===== src/rtl/cond_flag_unit_pkg.sv =====
// Shared definitions for the condition/flag unit: condition-code encoding and
// NZCV bit positions within the flag vector.
package cond_flag_unit_pkg;

    typedef enum logic [3:0] {
        COND_EQ = 4'h0,
        COND_NE = 4'h1,
        COND_CS = 4'h2,
        COND_CC = 4'h3,
        COND_MI = 4'h4,
        COND_PL = 4'h5,
        COND_VS = 4'h6,
        COND_VC = 4'h7,
        COND_HI = 4'h8,
        COND_LS = 4'h9,
        COND_GE = 4'hA,
        COND_LT = 4'hB,
        COND_GT = 4'hC,
        COND_LE = 4'hD,
        COND_AL = 4'hE,
        COND_NV = 4'hF
    } cond_code_e;

    localparam int FLAG_Z = 3;
    localparam int FLAG_N = 2;
    localparam int FLAG_C = 1;
    localparam int FLAG_V = 0;

endpackage


===== src/rtl/cond_flag_unit_cond_check.sv =====
// Pure combinational condition evaluator: does a 4-bit condition code pass
// against a given NZCV flag vector. Shared with branch resolution logic.
module cond_check
    import cond_flag_unit_pkg::*;
(
    input  logic [3:0] cond,
    input  logic [3:0] flags,
    output logic       pass
);

    logic z, n, c, v;

    assign z = flags[FLAG_Z];
    assign n = flags[FLAG_N];
    assign c = flags[FLAG_C];
    assign v = flags[FLAG_V];

    // NOTE: every output of an always_comb gets a default before the case,
    // so no path through the block can leave it unassigned and infer a latch.
    always_comb begin
        pass = 1'b0;
        case (cond_code_e'(cond))
            COND_EQ: pass = z;
            COND_NE: pass = !z;
            COND_CS: pass = c;
            COND_CC: pass = !c;
            COND_MI: pass = n;
            COND_PL: pass = !n;
            COND_VS: pass = v;
            COND_VC: pass = !v;
            COND_HI: pass = c && !z;
            COND_LS: pass = !c || z;
            COND_GE: pass = (n == v);
            COND_LT: pass = (n != v);
            COND_GT: pass = !z && (n == v);
            COND_LE: pass = z || (n != v);
            COND_AL: pass = 1'b1;
            COND_NV: pass = 1'b0;
            default: pass = 1'b0;
        endcase
    end

endmodule


===== src/rtl/cond_flag_unit.sv =====
// Execute-stage condition unit: owns the NZCV flag register, gates the
// write/branch controls by the instruction condition and registers them into E/M.
module cond_flag_unit
    import cond_flag_unit_pkg::*;
#(
    parameter int CNT_W = 16
) (
    input  logic             clk,
    input  logic             rst,
    input  logic             stall,
    input  logic             flush,
    input  logic             valid_e,
    input  logic [3:0]       cond_e,
    input  logic [1:0]       flag_write_e,
    input  logic [3:0]       alu_flags,
    input  logic             reg_write_e,
    input  logic             mem_write_e,
    input  logic             pc_src_e,
    output logic             cond_ex,
    output logic [3:0]       flags_q,
    output logic             reg_write_m,
    output logic             mem_write_m,
    output logic             pc_src_m,
    output logic             illegal_cond_m,
    output logic [CNT_W-1:0] squash_cnt
);

    logic             pass;
    logic [3:0]       flags_d;
    logic             reg_write_q, reg_write_d;
    logic             mem_write_q, mem_write_d;
    logic             pc_src_q, pc_src_d;
    logic             illegal_q, illegal_d;
    logic [CNT_W-1:0] squash_cnt_q, squash_cnt_d;

    // Evaluated on the registered flags only: results from the instruction
    // currently in the ALU are not forwarded.
    cond_check u_cond_check (
        .cond  (cond_e),
        .flags (flags_q),
        .pass  (pass)
    );

    assign cond_ex = valid_e & pass;

    always_comb begin
        flags_d      = flags_q;
        reg_write_d  = reg_write_q;
        mem_write_d  = mem_write_q;
        pc_src_d     = pc_src_q;
        illegal_d    = illegal_q;
        squash_cnt_d = squash_cnt_q;

        if (flush) begin
            reg_write_d = 1'b0;
            mem_write_d = 1'b0;
            pc_src_d    = 1'b0;
            illegal_d   = 1'b0;
        end else if (!stall) begin
            reg_write_d = reg_write_e & cond_ex;
            mem_write_d = mem_write_e & cond_ex;
            pc_src_d    = pc_src_e & cond_ex;
            illegal_d   = valid_e & (cond_e == COND_NV);

            if (cond_ex) begin
                if (flag_write_e[1]) begin
                    flags_d[FLAG_Z] = alu_flags[FLAG_Z];
                    flags_d[FLAG_N] = alu_flags[FLAG_N];
                end
                if (flag_write_e[0]) begin
                    flags_d[FLAG_C] = alu_flags[FLAG_C];
                    flags_d[FLAG_V] = alu_flags[FLAG_V];
                end
            end

            if (valid_e && !cond_ex && (squash_cnt_q != {CNT_W{1'b1}})) begin
                squash_cnt_d = squash_cnt_q + CNT_W'(1);
            end
        end
    end

    // NOTE: state registers use non-blocking assignments so every flop samples
    // the pre-edge values regardless of statement order.
    always_ff @(posedge clk) begin
        if (rst) begin
            flags_q      <= 4'b0000;
            reg_write_q  <= 1'b0;
            mem_write_q  <= 1'b0;
            pc_src_q     <= 1'b0;
            illegal_q    <= 1'b0;
            squash_cnt_q <= '0;
        end else begin
            flags_q      <= flags_d;
            reg_write_q  <= reg_write_d;
            mem_write_q  <= mem_write_d;
            pc_src_q     <= pc_src_d;
            illegal_q    <= illegal_d;
            squash_cnt_q <= squash_cnt_d;
        end
    end

    assign reg_write_m    = reg_write_q;
    assign mem_write_m    = mem_write_q;
    assign pc_src_m       = pc_src_q;
    assign illegal_cond_m = illegal_q;
    assign squash_cnt     = squash_cnt_q;

endmodule


===== config.mk =====
export PLATFORM = sky130hd
export DESIGN_NAME = cond_flag_unit
export DESIGN_NICKNAME = d
export VERILOG_FILES = /design/src/rtl/cond_flag_unit_pkg.sv /design/src/rtl/cond_flag_unit_cond_check.sv /design/src/rtl/cond_flag_unit.sv
export SDC_FILE = /design/constraint.sdc
export NUM_CORES = 1
export LEC_CHECK = 0
export BUFFER_PORTS_ARGS = -buffer_cell sky130_fd_sc_hd__buf_2
export CORE_UTILIZATION = 50
export DETAILED_ROUTE_END_ITERATION = 10
export GPL_ROUTABILITY_DRIVEN = 0
export MAX_ROUTING_LAYER = met4
export PLACE_DENSITY = 0.78
export SYNTH_ARGS = -nofsm -noshare
export SYNTH_HDL_FRONTEND = slang
export SYNTH_SLANG_ARGS = --single-unit

===== constraint.sdc =====
create_clock -name clk -period 2.1 [get_ports clk]
set_input_delay 0.105 -clock clk [delete_from_list [all_inputs] [get_ports clk]]
set_output_delay 0.105 -clock clk [all_outputs]
set_load 0.01 [all_outputs]

# ---- Word-level counts from Yosys, hierarchy flattened
# Cells that the tools add are included.
dict set report classes {
  n_mul 0
  add_sub_neg 1
  n_reduce_logical 16
  n_eq_ne 18
  div 0
  muxes 1
  magnitude_cmp 0
  bitwise 7
  shifts 0
}
# operator count
set op_table {}
lappend op_table {{$eq 4x4->1 const B} 8}
lappend op_table {{$add 16x1->16 const B} 1}
lappend op_table {{$eq 4x3->1 const B} 4}
lappend op_table {{$ne 16x16->1 const B} 1}
lappend op_table {{$pmux 1 s16} 1}
lappend op_table {{$eq 4x2->1 const B} 2}
lappend op_table {{$reduce_and 4->1} 2}
lappend op_table {{$and 1x1->1} 5}
lappend op_table {{$logic_not 1->1} 5}
lappend op_table {{$eq 4x1->1 const B} 1}
lappend op_table {{$logic_and 1x1->1} 4}
lappend op_table {{$logic_not 4->1} 1}
lappend op_table {{$reduce_and 3->1} 1}
lappend op_table {{$logic_or 1x1->1} 2}
lappend op_table {{$not 1->1} 2}
lappend op_table {{$reduce_or 2->1} 1}
lappend op_table {{$eq 1x1->1} 1}
lappend op_table {{$ne 1x1->1} 1}
dict set report word_totals {
  reg_bits 24
  mem_bits_ro 0
  mem_count 0
  wordCells 50
  in_bits 18
  output_inout_bits 25
  latchBits 0
  mem_bits_rw 0
}

# ---- Depth between registers and ports, before layout
# Gate-level depths: netlist (run 1).
dict set report logic_depth {
  ltp_word 8
  depth_mapped 9
  mapped_depth_nobuf 7
}

# ---- Hierarchy
# Synthesis (run 1) repeated with hierarchy kept, for this count alone.
dict set report hier_totals {
  cells_unflattened 160
  area_unflattened_um2 1312.5
}
# module instances seq_area_each_um2 cells_per_inst area_per_inst_um2
set by_module_without_submodules {}
lappend by_module_without_submodules {cond_flag_unit 1 480.5 137 1157.4}
lappend by_module_without_submodules {cond_check 1 0.0 23 155.1}

# ---- Worst setup path after synthesis (run 1)
# No wires, ideal clock.
dict set report synth_path {
  path_kind {flip-flop to flip-flop}
  startpoint {register flags_q[0]}
  endpoint {register squash_cnt_q[4] (netlist: squash_cnt[4])}
  period_less_slack_ps 2016
  stages_incl_launch_ff 9
  required_time_ps 1979
  path_slack_ps 84
  arrival_ps 1896
  path_buffers 1
  setup_ps 121
  path_cell_list {dfxtp_1 -> xnor2_1 -> mux2i_1 -> nor2_1 -> xnor2_1 -> o221ai_2 -> buf_6 -> nor4_1 -> mux2_2}
}
dict set report synth_via {
  elab_chain_len 8
  word_cells_on_any_way 11
  cone_classes {eq/ne: 2; mux: 1; bitwise: 1; reduce/logical: 7}
}
# item line
set synth_rtl {}
lappend synth_rtl {{start, declared} cond_flag_unit.sv:20} ;# output logic [3:0] flags_q,
lappend synth_rtl {{start signal, assigned} cond_flag_unit.sv:93} ;# flags_q <= flags_d;
lappend synth_rtl {{$ne 1x1->1 / $eq 1x1->1 (equally long branches)} --}
lappend synth_rtl {{$logic_or 1x1->1 / $logic_and 1x1->1 (equally long branches)} {cond_flag_unit_cond_check.sv:36, cond_flag_unit_cond_check.sv:35}}
lappend synth_rtl {{$pmux 1 s16 (*)} cond_flag_unit_cond_check.sv:22} ;# case (cond_code_e'(cond))
lappend synth_rtl {{$and 1x1->1 (*)} cond_flag_unit.sv:44} ;# assign cond_ex = valid_e & pass;
lappend synth_rtl {{$logic_not 1->1 (*)} cond_flag_unit.sv:76} ;# if (valid_e && !cond_ex && (squash_cnt_q != {CNT_W{1'b1}})) begin
lappend synth_rtl {{$logic_and 1x1->1 (*) (2 in a row)} cond_flag_unit.sv:76}
lappend synth_rtl {{$reduce_and 3->1 (no line) (*)} --}
lappend synth_rtl {{end signal, assigned} cond_flag_unit.sv:98} ;# squash_cnt_q <= squash_cnt_d;
lappend synth_rtl {{end, declared} cond_flag_unit.sv:34} ;# logic [CNT_W-1:0] squash_cnt_q, squash_cnt_d;
# Every way passes the cells marked *; elsewhere a longest branch is shown, timed or not.
# A chain may end at the register's enable or synchronous reset.

# ---- Final worst setup path (run 1)
dict set report layout_path {
  startpoint {register flags_q[0]}
  endpoint {register squash_cnt_q[7] (netlist: squash_cnt[7])}
}
# The elaborated chain is that of the path after synthesis.

==> results of run 1 <==
report_power, final:
part	total (W)	switching (W)	leakage (nW)	internal (W)
Clock	0.000251	0.000146	0.0210	0.000106
Sequential	0.000462	0.00000340	0.194	0.000458
Combinational	0.000198	0.000106	0.609	0.0000926
sequential cells by signal (all words and copies together) (netlist names):
name / cells
squash_cnt: 16
flags_q: 4
illegal_cond_m: 1
mem_write_m: 1
pc_src_m: 1
reg_write_m: 1
layout make-up:
class | instances | share of cell area, %
multi-input cells | 132 | 51.7
clock buffers | 4 | 1.79
flip-flops and latches | 24 | 23.8
inverters | 4 | 0.741
repair buffers | 60 | 20.1
well taps | 30 | 1.85
metrics by stage:
stage	total power [W]	utilization (%)	hold WS (ps)	cell area, um^2
after detailed placement	0.000589	65.8	372	1690
final	0.000912	78.9	29.4	2030
after global routing	0.000940	78.9	39.2	2030
after global placement	0.000583	65.8	370	1690
after floorplan	0.000545	-	184	1400
after CTS	0.000834	67.8	25.5	1740
per-layer routing:
metal	track usage [%]	vias up	routed length, um
met5	-	-	0
met4	8.33	0	89
met3	3.83	12	253
met2	41.2	64	2250
met1	30.5	725	1650
li1	-	727	-
cell usage after synthesis:
cell	n	area share [%]
dfxtp_1	24	34
a21oi_1	13	4.7
nand2b_1	12	5.4
nor2_1	12	3.2
nor3_1	10	3.6
nand2_1	9	2.4
nor2b_1	9	4.0
nand3_1	8	2.9
mux2_2	7	5.6
o31ai_1	7	3.8
and3_1	6	2.7
buf_2	6	2.1
mux2i_1	6	4.3
or4_1	6	3.2
o21ai_0	5	1.8
inv_1	4	1.1
nand3b_1	3	1.6
nand4_1	3	1.3
clkbuf_1	2	0.54
nor4_1	2	0.89
or3_1	2	0.89
xnor2_1	2	1.3
a2111oi_0	1	0.63
a32oi_1	1	0.63
and4_1	1	0.63
and4_4	1	0.80
buf_1	1	0.27
buf_6	1	0.80
ha_1	1	0.89
nand4b_1	1	0.63
nor2_4	1	0.80
nor4_2	1	0.89
o21ai_1	1	0.36
o221ai_2	1	1.1
worst max-delay path: cells and delay by family, from the launching register on:
family                 cells  cell delay [ps]
XOR/XNOR                   2              390
multiplexers               1              150
AND/OR/NAND/NOR            2              700
flip-flops                 1              360
buffers and inverters      1              210
AO/OA/AOI/OAI              2              360
path summary, 6_finish.rpt:
kind	end	slack (ps)	cells after the start
max	squash_cnt[7]$_SDFFE_PP0P_	-150	8
min	flags_q[2]$_SDFFE_PP0P_	30	3
max reg2reg	squash_cnt[7]$_SDFFE_PP0P_	-150	8
min reg2reg	squash_cnt[9]$_SDFFE_PP0P_	510	2
logic make-up (layout without fill, tap and decap cells):
group,Yosys count,count (layout),synth area share [%]
AND/OR/NAND/NOR,87,87,35.9
buffers and inverters,14,68,4.83
multiplexers,13,13,9.93
flip-flops,24,24,34.3
adder cells (fa/ha/maj),1,1,0.894
XOR/XNOR,2,2,1.25
AO/OA/AOI/OAI,29,29,12.9
repair_timing:
action	in CTS	in global routing
pin swaps	1	19
endpoints found under the setup margin	4	20
gates cloned	0	3
gates resized for setup	3	38
buffers inserted	0	4
==> summary.txt, run 1 <==
syn_nets = 189
sequential share of the synthesized area = 34.3%
Multi-input gate area = 1050 um^2
Port-buffer cells = 42
Worst Path Max Fanout = 5
power per cell area = 450 nW/um^2
vias in the first global route = 1167
crit path launch type = flop
Crit path largest cell delay = 500 ps
CTS sink count = 24
DRC Markers = 0
Relative slew margins = 62.8%
placed cell count = 243
setup_tns = -1410 ps
Filler cells = 170
Slowest-stage cell, CP = or4_1
fmax = 445 MHz
H-tree levels = 1
Tcrit/Tclk final = 107%
core area = 2570 um^2
DIE WIDTH = 54.9 um
worst path arrival time = 2500 ps
Worst R2R Start = flags_q[0]$_SDFFE_PP0P_
DR vias/cell = 6.02
# rows = 18
mapped cell area = 1400 um^2
Routed Antenna Nets = 0
worst-case clock buffer depth = 2
CP dominant cell by count = xnor2_2
GR Overflow Total = 0
Pleak = 0.824 nW
DR iter-0 viols = 49
Diodes inserted = 0
leading cell type in the layout, fill and taps excluded = buf_2
largest net degree at the start of global routing = 35
Max Cap Viol = 0
nature of the critical path endpoint = flop
CTS tree = built
Hold Startpoint = alu_flags[2]
worst-skew pair later-pin latency = 310 ps
starting density of the core = 54.5%
yosys warns = 0
min cycle time layout = 2250 ps
die area = 3010 um^2
Final Hold Viols = 0
WL per Instance = 16.7 um
fin. max-slew vios = 0
die height = 54.9 um
Worst-path clk slew = 140 ps
IO Count = 43
Setup CP Type = reg2reg
clk_skew = 1.09 ps
Seq. cell area = 483 um^2
fin cells = 254
final setup fails = 18
first-pass GRT wire length = 5220 um
failing checks = setup timing
initial antenna violation count = 0
area added between synthesis and finish = 44.8%
worst slack, placed = -56.5 ps
syn_area_per_cell = 8.23 um^2
Hold Crit Class = in2reg
total iterations of the first detailed-routing run = 4
CP Launch Point = flags_q[0]$_SDFFE_PP0P_
worst-path cell chain = xnor2_2, mux2i_1, nor2_2, xnor2_2, o221ai_4, clkbuf_16, or4_1, a21oi_1
layout cells sized above 1 = 43.8%
worst slew pin tran = 558 ps
most frequent cells in the layout = buf_2 (41), dfxtp_1 (22), buf_4 (13), nand2b_1 (12), nor2_1 (11)
synthesized instance count = 170
Total GRT Usage = 24.8%
Via Count = 1528
worst setup margin = -148 ps
status = finished, violations left
Final Net Count = 244
final wirelength = 4240 um
Max VDD drop = 0.402 mV
Root Buffer = clkbuf_4
hold_buf cts = 0
FF+latch count, synth = 24
clock buffer count from CTS = 3
Critical Path RT = 2350 ps
RSZ-0062 raised after global routing = true
Detailed Place HPWL = 2440 um
Synth cell types = 34
No activity file was read; power rests on OpenSTA's default activity.
==> run 2, diff against run 1 <==
Settings changed: SKIP_LAST_GASP set to 1.
Clock period 2.1 ns to 2.35 ns, I/O delays scaled along.
==> run 2 against run 1 <==
Compared with the run above:
- the flow now finishes without violations
- via count down 6.3%
- clock skew up 5.8 ps
- utilization down 14 points
- non-clock buffer count down 16
- first-iteration DRC count down 41%
- clock power up 19%
- register-to-register slack better by 320 ps
- hold slack better by 21 ps
- largest cell class unchanged
- largest power group unchanged
==> summary.txt, run 2 (synthesized netlist as in run 1, its figures left out) <==
DIE WIDTH = 54.9 um
Relative slew margins = 65.6%
IO Count = 43
final setup fails = 0
Via Count = 1431
Diodes inserted = 0
worst-case clock buffer depth = 2
worst-path cell chain = and4_4, and3_1, and3_1, and4_2, nor4_2, mux2_2
nature of the critical path endpoint = flop
Max VDD drop = 0.318 mV
total iterations of the first detailed-routing run = 4
crit path launch type = flop
overall power = 0.000811 W
# rows = 18
Max Cap Viol = 0
starting density of the core = 54.5%
clock buffer count from CTS = 3
WL per Instance = 13.6 um
Filler cells = 238
Pleak = 0.707 nW
Final Hold Viols = 0
fmax = 458 MHz
Setup CP Type = reg2reg
layout cells sized above 1 = 30.3%
initial antenna violation count = 0
Critical Path RT = 2560 ps
largest net degree at the start of global routing = 35
fin. max-slew vios = 0
area added between synthesis and finish = 19.6%
Slowest-stage cell, CP = dfxtp_1
most frequent cells in the layout = buf_2 (42), dfxtp_1 (22), a21oi_1 (13), nand2b_1 (12), nor2_1 (12)
Hold Crit Class = in2reg
CTS sink count = 24
die area = 3010 um^2
Sequential Power Share = 50.9%
Port-buffer cells = 42
CTS tree = built
GR Overflow Total = 0
min cycle time layout = 2180 ps
Switching Fraction = 23.4%
Final Net Count = 228
worst slew pin tran = 516 ps
Logic pwr share = 12.3%
Routed Antenna Nets = 0
worst path arrival time = 2390 ps
Root Buffer = clkbuf_4
Worst Path Max Fanout = 21
max FFs per register = 16
DRC Markers = 0
final wirelength = 3240 um
clk_skew = 6.89 ps
Tcrit/Tclk final = 92.8%
Net Sw Power = 0.000189 W
DR vias/cell = 6.01
hold_ws = 50.5 ps
vias in the first global route = 1118
leading cell type in the layout, fill and taps excluded = buf_2
H-tree levels = 1
Worst-path clk slew = 140 ps
Detailed Place HPWL = 2340 um
Total GRT Usage = 22.4%
Clock power frac = 36.7%
power per cell area = 485 nW/um^2
Crit path largest cell delay = 390 ps
CP dominant cell by count = and3_1
DR iter-0 viols = 29
core area = 2570 um^2
internal power = 0.000621 W
status = completed
worst-skew pair later-pin latency = 310 ps
die height = 54.9 um
first-pass GRT wire length = 4820 um
==> run 2: changes by cell type in the layout (fill, tap and decap cells not counted), moves of 3 or more <==
cell	delta
nor3_1	+4
nor4_4	-3
mux2_2	+5
a21oi_2	-3
a21oi_1	+3
nor3_4	-3
mux2_4	-5
buf_4	-11
buf_6	-3
==> run 2: final timing paths <==
| check | from | to | slack (ps) | cells after the start |
|---|---|---|---|---|
| worst max-delay path | squash_cnt[6]$_SDFFE_PP0P_ | squash_cnt[0]$_SDFFE_PP0P_ | 170 | 6 |
| worst min-delay path | alu_flags[0] | flags_q[0]$_SDFFE_PP0P_ | 50 | 3 |
| worst min register to register | mem_write_m$_SDFFE_PP0N_ | mem_write_m$_SDFFE_PP0N_ | 500 | 2 |
| worst max register to register | squash_cnt[6]$_SDFFE_PP0P_ | squash_cnt[0]$_SDFFE_PP0P_ | 170 | 6 |
==> run 2: critical path: cells and delay by family, from the launching register on <==
family / cells / cell delay [ps]
simple gates: 5 / 1310
flops: 1 / 390
mux: 1 / 380
==> run 2: cell type report <==
type,count,area (um^2),area share (%)
tap,30,37.5,2.24
multi-input combinational,132,860,51.4
sequential,24,483,28.9
inverter,4,15.0,0.898
timing repair buffer,44,225,13.5
clock buffer,3,22.5,1.35
clock inverter,1,30.0,1.80
==> run 2: through the flow <==
stage | TNS [ps] | setup slack, ps | util (%) | std cells | area, um^2
floorplan | 0 | 334 | - | 170 | 1400
global placement | 0 | 204 | 62.7 | 234 | 1610
detailed placement | 0 | 114 | 62.7 | 234 | 1610
CTS | 0 | 74.5 | 64.7 | 238 | 1660
global route | -38.2 | -23.9 | 65.2 | 238 | 1670
finish | 0 | 168 | 65.2 | 238 | 1670
==> run 2: per-layer routing <==
| metal | track usage [%] | part of all wire (%) |
|---|---|---|
| met1 | 29.0 | 45 |
| met5 | - | 0 |
| met3 | 4.64 | 4.8 |
| met4 | 6.67 | 1.3 |
| met2 | 34.9 | 49 |
==> run 2: what timing repair did <==
action	4_1_cts	5_1_grt
setup buffers	0	0
setup endpoints to repair	0	11
resized for setup	0	4
hold buffers	0	0
==> run 2: power groups by stage <==
stage | Clock (W) | Combinational, W | Sequential, W
global route | 0.000321 | 0.000111 | 0.000414
CTS | 0.000304 | 0.0000985 | 0.000413
detailed placement | 0 | 0.0000984 | 0.000422
floorplan | 0 | 0.0000647 | 0.000422
finish | 0.000298 | 0.000100 | 0.000413
global placement | 0 | 0.0000949 | 0.000421
